$ cat src/rtl/vga_pkg.sv
// vga_pkg: shared active-area defaults, pattern mode encodings and colour-bar palette
package vga_pkg;
  localparam int H_ACTIVE_DEFAULT = 640;
  localparam int V_ACTIVE_DEFAULT = 480;
  typedef enum logic [1:0] {
    MODE_BARS     = 2'd0,
    MODE_CHECKER  = 2'd1,
    MODE_GRADIENT = 2'd2,
    MODE_BOX      = 2'd3
  } mode_t;
  localparam logic [2:0] BAR_WHITE   = 3'b111;
  localparam logic [2:0] BAR_YELLOW  = 3'b110;
  localparam logic [2:0] BAR_CYAN    = 3'b011;
  localparam logic [2:0] BAR_GREEN   = 3'b010;
  localparam logic [2:0] BAR_MAGENTA = 3'b101;
  localparam logic [2:0] BAR_RED     = 3'b100;
  localparam logic [2:0] BAR_BLUE    = 3'b001;
  localparam logic [2:0] BAR_BLACK   = 3'b000;
  function automatic logic [2:0] bar_colour(input logic [2:0] i);
    case (i)
      3'd0: return BAR_WHITE;
      3'd1: return BAR_YELLOW;
      3'd2: return BAR_CYAN;
      3'd3: return BAR_GREEN;
      3'd4: return BAR_MAGENTA;
      3'd5: return BAR_RED;
      3'd6: return BAR_BLUE;
      default: return BAR_BLACK;
    endcase
  endfunction
endpackage

$ cat src/rtl/vga_pattern_gen_button_debounce.sv
// button_debounce: 2-FF synchronizer, stable-sample counter and one-cycle press pulse for an active-low button
module button_debounce #(
  parameter int DEBOUNCE_CYCLES = 250000
) (
  input  logic clk,
  input  logic rst,
  input  logic btn_n,
  output logic press
);
  localparam int CW = $clog2(DEBOUNCE_CYCLES + 1);
  logic [1:0] sync_q, sync_d;
  logic [CW-1:0] cnt_q, cnt_d;
  logic level_q, level_d, press_q, press_d;
  // count consecutive samples differing from the accepted level; flip the level once the run is long enough
  always_comb begin
    sync_d = {sync_q[0], btn_n};
    cnt_d = (sync_q[1] != level_q && cnt_q != CW'(DEBOUNCE_CYCLES - 1)) ? cnt_q + CW'(1) : '0;
    level_d = (sync_q[1] != level_q && cnt_q == CW'(DEBOUNCE_CYCLES - 1)) ? sync_q[1] : level_q;
    press_d = level_q & ~level_d;
  end
  // state registers, idle means released (high)
  always_ff @(posedge clk) begin
    if (!rst) begin
      sync_q <= 2'b11;
      cnt_q <= '0;
      level_q <= 1'b1;
      press_q <= 1'b0;
    end else begin
      sync_q <= sync_d;
      cnt_q <= cnt_d;
      level_q <= level_d;
      press_q <= press_d;
    end
  end
  assign press = press_q;
endmodule

$ cat src/rtl/vga_pattern_gen.sv
// vga_pattern_gen: 2-stage test-pattern colour pipeline with aligned syncs; VGA_BORDER_EN adds a white alignment border
module vga_pattern_gen import vga_pkg::*; #(
  parameter int RGB_BITS        = 4,
  parameter int H_ACTIVE        = H_ACTIVE_DEFAULT,
  parameter int V_ACTIVE        = V_ACTIVE_DEFAULT,
  parameter int BOX_SIZE        = 32,
  parameter int DEBOUNCE_CYCLES = 250000
) (
  input  logic                clk,
  input  logic                rst,
  input  logic [9:0]          pixel_x,
  input  logic [9:0]          pixel_y,
  input  logic                video_on,
  input  logic                h_sync_in,
  input  logic                v_sync_in,
  input  logic                mode_btn,
  output logic [RGB_BITS-1:0] red,
  output logic [RGB_BITS-1:0] green,
  output logic [RGB_BITS-1:0] blue,
  output logic                h_sync_out,
  output logic                v_sync_out,
  output logic [1:0]          mode
);
  localparam logic [RGB_BITS-1:0] FULL = '1;
  localparam logic [RGB_BITS-1:0] HALF = {1'b1, {(RGB_BITS-1){1'b0}}};
  localparam logic [9:0] X_MAX = 10'(H_ACTIVE - BOX_SIZE);
  localparam logic [9:0] Y_MAX = 10'(V_ACTIVE - BOX_SIZE);
  logic [9:0] x1_q, x1_d, y1_q, y1_d, box_x_q, box_x_d, box_y_q, box_y_d;
  logic von1_q, von1_d, hs1_q, hs1_d, vs1_q, vs1_d, hs2_q, hs2_d, vs2_q, vs2_d;
  logic dx_neg_q, dx_neg_d, dy_neg_q, dy_neg_d;
  logic [RGB_BITS-1:0] red_q, red_d, green_q, green_d, blue_q, blue_d;
  mode_t mode_q, mode_d, pending_q, pending_d;
  logic press, frame, in_box;
  logic [2:0] bar, rgb;
  button_debounce #(.DEBOUNCE_CYCLES(DEBOUNCE_CYCLES)) u_btn (
    .clk(clk),
    .rst(rst),
    .btn_n(mode_btn),
    .press(press)
  );
  // stage-1 capture, stage-2 colour, frame-rate box motion and frame-aligned mode switching
  always_comb begin
    x1_d = pixel_x;
    y1_d = pixel_y;
    von1_d = video_on;
    hs1_d = h_sync_in;
    vs1_d = v_sync_in;
    hs2_d = hs1_q;
    vs2_d = vs1_q;
    frame = vs2_q & ~vs1_q;
    bar = '0;
    for (int i = 1; i < 8; i++) bar = bar + 3'(x1_q >= 10'(80 * i));
    rgb = bar_colour(bar);
    in_box = x1_q >= box_x_q && {1'b0, x1_q} < {1'b0, box_x_q} + 11'(BOX_SIZE) &&
             y1_q >= box_y_q && {1'b0, y1_q} < {1'b0, box_y_q} + 11'(BOX_SIZE);
    red_d = rgb[2] ? FULL : '0;
    green_d = rgb[1] ? FULL : '0;
    blue_d = rgb[0] ? FULL : '0;
    if (mode_q == MODE_CHECKER) {red_d, green_d, blue_d} = {3*RGB_BITS{x1_q[5] ^ y1_q[5]}};
    else if (mode_q == MODE_GRADIENT) begin
      red_d = RGB_BITS'(x1_q[9:6]) << (RGB_BITS - 4);
      green_d = RGB_BITS'(y1_q[8:5]) << (RGB_BITS - 4);
      blue_d = '0;
    end else if (mode_q == MODE_BOX) begin
      red_d = in_box ? FULL : '0;
      green_d = in_box ? FULL : '0;
      blue_d = in_box ? FULL : HALF;
    end
`ifdef VGA_BORDER_EN
    if (x1_q == 10'd0 || x1_q == 10'(H_ACTIVE - 1) || y1_q == 10'd0 || y1_q == 10'(V_ACTIVE - 1))
      {red_d, green_d, blue_d} = {3{FULL}};
`endif
    if (!von1_q) {red_d, green_d, blue_d} = '0;
    dx_neg_d = frame ? (dx_neg_q ? box_x_q != 10'd0 : box_x_q == X_MAX) : dx_neg_q;
    dy_neg_d = frame ? (dy_neg_q ? box_y_q != 10'd0 : box_y_q == Y_MAX) : dy_neg_q;
    box_x_d = frame ? (dx_neg_d ? box_x_q - 10'd1 : box_x_q + 10'd1) : box_x_q;
    box_y_d = frame ? (dy_neg_d ? box_y_q - 10'd1 : box_y_q + 10'd1) : box_y_q;
    pending_d = press ? mode_t'(pending_q + 2'd1) : pending_q;
    mode_d = frame ? pending_q : mode_q;
  end
  // pipeline and pattern state registers
  always_ff @(posedge clk) begin
    if (!rst) begin
      x1_q <= '0;
      y1_q <= '0;
      von1_q <= 1'b0;
      hs1_q <= 1'b1;
      vs1_q <= 1'b1;
      hs2_q <= 1'b1;
      vs2_q <= 1'b1;
      red_q <= '0;
      green_q <= '0;
      blue_q <= '0;
      box_x_q <= '0;
      box_y_q <= '0;
      dx_neg_q <= 1'b0;
      dy_neg_q <= 1'b0;
      pending_q <= MODE_BARS;
      mode_q <= MODE_BARS;
    end else begin
      x1_q <= x1_d;
      y1_q <= y1_d;
      von1_q <= von1_d;
      hs1_q <= hs1_d;
      vs1_q <= vs1_d;
      hs2_q <= hs2_d;
      vs2_q <= vs2_d;
      red_q <= red_d;
      green_q <= green_d;
      blue_q <= blue_d;
      box_x_q <= box_x_d;
      box_y_q <= box_y_d;
      dx_neg_q <= dx_neg_d;
      dy_neg_q <= dy_neg_d;
      pending_q <= pending_d;
      mode_q <= mode_d;
    end
  end
  assign red = red_q;
  assign green = green_q;
  assign blue = blue_q;
  assign h_sync_out = hs2_q;
  assign v_sync_out = vs2_q;
  assign mode = mode_q;
endmodule

$ cat config.mk
export PLATFORM = sky130hd
export DESIGN_NAME = vga_pattern_gen
export DESIGN_NICKNAME = d
export VERILOG_FILES = /design/src/rtl/vga_pkg.sv /design/src/rtl/vga_pattern_gen_button_debounce.sv /design/src/rtl/vga_pattern_gen.sv
export SDC_FILE = /design/constraint.sdc
export NUM_CORES = 1
export LEC_CHECK = 0
export ABC_AREA = 1
export CAP_MARGIN = 10
export CELL_PAD_IN_SITES_DETAIL_PLACEMENT = 0
export CELL_PAD_IN_SITES_GLOBAL_PLACEMENT = 1
export CORE_ASPECT_RATIO = 1.4
export CORE_MARGIN = 1
export CORE_UTILIZATION = 43
export CTS_BUF_LIST = sky130_fd_sc_hd__clkbuf_16
export CTS_CLUSTER_DIAMETER = 60
export DETAILED_ROUTE_END_ITERATION = 10
export PLACE_DENSITY_LB_ADDON = 0.1
export SYNTH_ARGS = -nofsm -noshare
export SYNTH_HDL_FRONTEND = slang
export SYNTH_SLANG_ARGS = --single-unit
$ cat constraint.sdc
create_clock -name clk -period 4.5 [get_ports clk]
set_clock_uncertainty 0.2 [all_clocks]
set_input_delay 0.9 -clock clk [delete_from_list [all_inputs] [get_ports clk]]
set_output_delay 0.9 -clock clk [all_outputs]
set_load 0.02 [all_outputs]
==> reports/metrics.csv <==
metric,value,unit
result_of_the_run,"finished, final reports clean",
num_io_pins,42,
hold_viol_final,0,
numPortBuffers,41,
synth_area_per_cell,7.44,um2
globalRoute.totalOverflow,0,
floorplan.rows,45,
cts.repair_timing.setup_buffer_count,0,
type_of_the_worst_setup_path,reg -> reg,
sequential_area_share_after_synthesis,33.6,%
dieArea,11900,um2
final-setup-viol-count,0,
drtPass1Iterations,4,
antenna_found_initial,0,
cts_resized,0,
met1Wirelength,4.61,mm
hold_path.class,reg -> reg,
drt-initial-drc-count,158,
vias,4206,
synth_cell_type_count,40,
detailroute.wirelength.met3,278,um
tritoncts,done,
clk_path_buf_depth,2,
ctsRootBufferMaster,sky130_fd_sc_hd__clkbuf_16,
maxUsedRoutingLayer,met4,
synth.yosys.warnings,0,
synth_cells,664,
grt_max_degree,37,
synthMostInstantiatedCell,sky130_fd_sc_hd__nand2_1,
netlist.top_cell.by_area,sky130_fd_sc_hd__dfxtp_1,
vias_in_the_first_global_route,4008,
drc_errors,0,
power.ir.vdd_worst,0.177,mV
asyncSetResetFlopFracSynth,0,%
wire_length_of_the_first_global_routing_pass,17.9,mm
nNetsFinal,787,
timing.setup.tns,0,ns
synthSimpleGateAreaFrac,25.0,%
syn-num-nets,745,
synth_fa_ha_area_share,14.8,%
finalCritPeriodShare,88.9,%
layout.filler_cells,1125,
cts.sink_count,83,
synth_xor_area_share,4.61,%
synth_compound_area_share,13.1,%
initial_utilization,44.8,%
rsz0062_at_grt,no,
drt-wirelength-per-cell,12.1,um
worstMarginPinSlew,0.710,ns
cts_made_buffers,9,
finalWeightedCongestion,0.827,
path_clk_slew,0.06,ns
fp.dieH,129,um
post_synth_instance_area,4940,um2
ys_seq_elements,83,
wirelength,10.3,mm
cts.hold.buffers_added,0,
cp.arrival,4.01,ns
post_drt_via_cell_ratio,4.94,
start_kind,flop,
timing.max_slew.rel_slack,52.6,%
area_delta_synth_final,17.0,%
synth-main-ff-cell,sky130_fd_sc_hd__dfxtp_1,
totalPowerFinal,1840,uW
clock_latency,0.34,ns
required,4.51,ns
wl_met2,5.23,mm
hpwlAfterDp,7.90,mm
insertedDiodeCount,0,
number_of_maximum_capacitance_constraint_violations,0,
synth.cells.most_frequent,"133 x sky130_fd_sc_hd__nand2_1, 93 x sky130_fd_sc_hd__inv_1, 83 x sky130_fd_sc_hd__dfxtp_1, 74 x sky130_fd_sc_hd__a21oi_1, 49 x sky130_fd_sc_hd__ha_1",
layout_min_cycle_time,4.00,ns
setup.worst_path.end_class,flop,
post-synth-top-area-fraction,33.6,%
fp.dieW,92.6,um
synth.area.top_cells,"sky130_fd_sc_hd__dfxtp_1 34%, sky130_fd_sc_hd__ha_1 12%, sky130_fd_sc_hd__nand2_1 10%",
post_route_ant_nets,0,
power_leakage,0.00274,uW
post_synth_mux_area_share,0,%
power.density,319,nW/um2
highest_fanout_seen_on_the_critical_path,8,
timing_max_transition_violations_final,0,
htree_levels,3,
synth_edf_count,0,
fmax,250,MHz
track_usage,18.9,%
drive_gt1_share,7.59,%
synth_top_family_by_area,simple AND/OR/NAND/NOR gates,
core,11000,um2
==> logic make-up after synthesis <==
logic type,count (synthesis)
DFF,83
xor gates and xnor gates,26
adders and majority gates,55
and+or+nand+nor,266
AOI/OAI and AO/OA,122
buffers and inverters,112
==> placed cells by master (no fill, tap or decap), types with 2 or more instances in the layout <==
cell type                         synthesis  routed
sky130_fd_sc_hd__nor4_1                   4       4
sky130_fd_sc_hd__nor3_1                  12      12
sky130_fd_sc_hd__inv_1                   93      93
sky130_fd_sc_hd__dfxtp_1                 83      83
sky130_fd_sc_hd__nand4_1                  6       6
sky130_fd_sc_hd__o21ai_1                  2       2
sky130_fd_sc_hd__nand3_2                  3       3
sky130_fd_sc_hd__o21a_1                   2       2
sky130_fd_sc_hd__xnor2_1                  7       7
sky130_fd_sc_hd__clkinvlp_4               0       3
sky130_fd_sc_hd__o2111ai_1                2       2
sky130_fd_sc_hd__clkinv_1                 1       3
sky130_fd_sc_hd__o211ai_1                 3       3
sky130_fd_sc_hd__nor2_1                  46      46
sky130_fd_sc_hd__buf_4                    3       3
sky130_fd_sc_hd__clkdlybuf4s50_1          0      41
sky130_fd_sc_hd__xor2_1                  19      19
sky130_fd_sc_hd__ha_1                    49      49
sky130_fd_sc_hd__nor2_4                   2       2
sky130_fd_sc_hd__nand3_1                 32      32
sky130_fd_sc_hd__clkbuf_16                0       9
sky130_fd_sc_hd__fa_1                     6       6
sky130_fd_sc_hd__a21oi_1                 74      74
sky130_fd_sc_hd__a31oi_1                  2       2
sky130_fd_sc_hd__or2_2                    7       7
sky130_fd_sc_hd__nor2_2                   8       8
sky130_fd_sc_hd__nor3_4                   3       3
sky130_fd_sc_hd__inv_2                    5       5
sky130_fd_sc_hd__nand2_2                  4       4
sky130_fd_sc_hd__o21ai_0                 33      33
sky130_fd_sc_hd__nand2_1                133     133
==> path summary, 6_finish.rpt <==
path	start	slack, ns	cells after the start	end
setup / recovery	x1_q[5]$_SDFF_PN0_	0.50	12	red[1]$_SDFF_PN0_
hold / removal	u_btn.sync_q[0]$_SDFF_PN1_	0.22	1	u_btn.sync_q[1]$_SDFF_PN1_
setup reg to reg	x1_q[5]$_SDFF_PN0_	0.50	12	red[1]$_SDFF_PN0_
hold reg to reg	u_btn.sync_q[0]$_SDFF_PN1_	0.22	1	u_btn.sync_q[1]$_SDFF_PN1_
==> flip-flops by register name, summed over array words and instances, names as in the netlist <==
register,cells
u_btn.cnt_q,18
box_x_q,10
box_y_q,10
x1_q,10
y1_q,10
green,4
red,4
blue,2
mode,2
pending_q,2
u_btn.sync_q,2
dx_neg_q,1
dy_neg_q,1
h_sync_out,1
hs1_q,1
u_btn.level_q,1
u_btn.press,1
v_sync_out,1
von1_q,1
vs1_q,1
==> metrics by stage <==
| step | utilization [%] | instances | worst slack, ns | instance area, um2 | hold slack, ns |
|---|---|---|---|---|---|
| 4_1_cts | 52.4 | 852 | 0.491 | 5780 | 0.222 |
| 3_3_place_gp | 49.7 | 836 | 0.590 | 5490 | 0.194 |
| 5_1_grt | 52.4 | 852 | 0.195 | 5780 | 0.233 |
| 6_report | 52.4 | 852 | 0.501 | 5780 | 0.217 |
| 3_5_place_dp | 49.7 | 836 | 0.479 | 5490 | 0.205 |
| 2_1_floorplan | - | 664 | 0.712 | 4940 | 0.192 |
==> routing by layer <==
layer / vias up / global-route usage, %
li1: 2256 / -
met1: 1873 / 21.6
met2: 57 / 34.5
met3: 20 / 3.01
met4: 0 / 7.90
met5: - / 0
==> worst max-delay path, stage by stage, from the launching register on <==
cell	delay, ns
sky130_fd_sc_hd__dfxtp_1	0.38
sky130_fd_sc_hd__or2_2	0.33
sky130_fd_sc_hd__a2111oi_0	0.59
sky130_fd_sc_hd__fa_1	0.54
sky130_fd_sc_hd__fa_1	0.55
sky130_fd_sc_hd__inv_1	0.05
sky130_fd_sc_hd__fa_1	0.41
sky130_fd_sc_hd__inv_1	0.07
sky130_fd_sc_hd__fa_1	0.40
sky130_fd_sc_hd__nand2_1	0.14
sky130_fd_sc_hd__nand3_1	0.09
sky130_fd_sc_hd__nand2_1	0.06
sky130_fd_sc_hd__a21oi_1	0.07
==> power breakdown <==
part	switching (uW)	internal, uW
registers	30.0	766
logic	177	138
clock network	304	427
total	511	1330
==> final cells by class <==
| cell class | instances | area, um2 | area share (%) |
|---|---|---|---|
| Tap cell | 141 | 176 | 3.05 |
| Clock buffer | 9 | 225 | 3.90 |
| Multi-Input combinational cell | 469 | 2850 | 49.2 |
| Sequential cell | 83 | 1660 | 28.7 |
| Timing Repair Buffer | 44 | 433 | 7.49 |
| Clock inverter | 7 | 68.8 | 1.19 |
| Inverter | 99 | 372 | 6.43 |
Power figures use the tool's default switching activity.
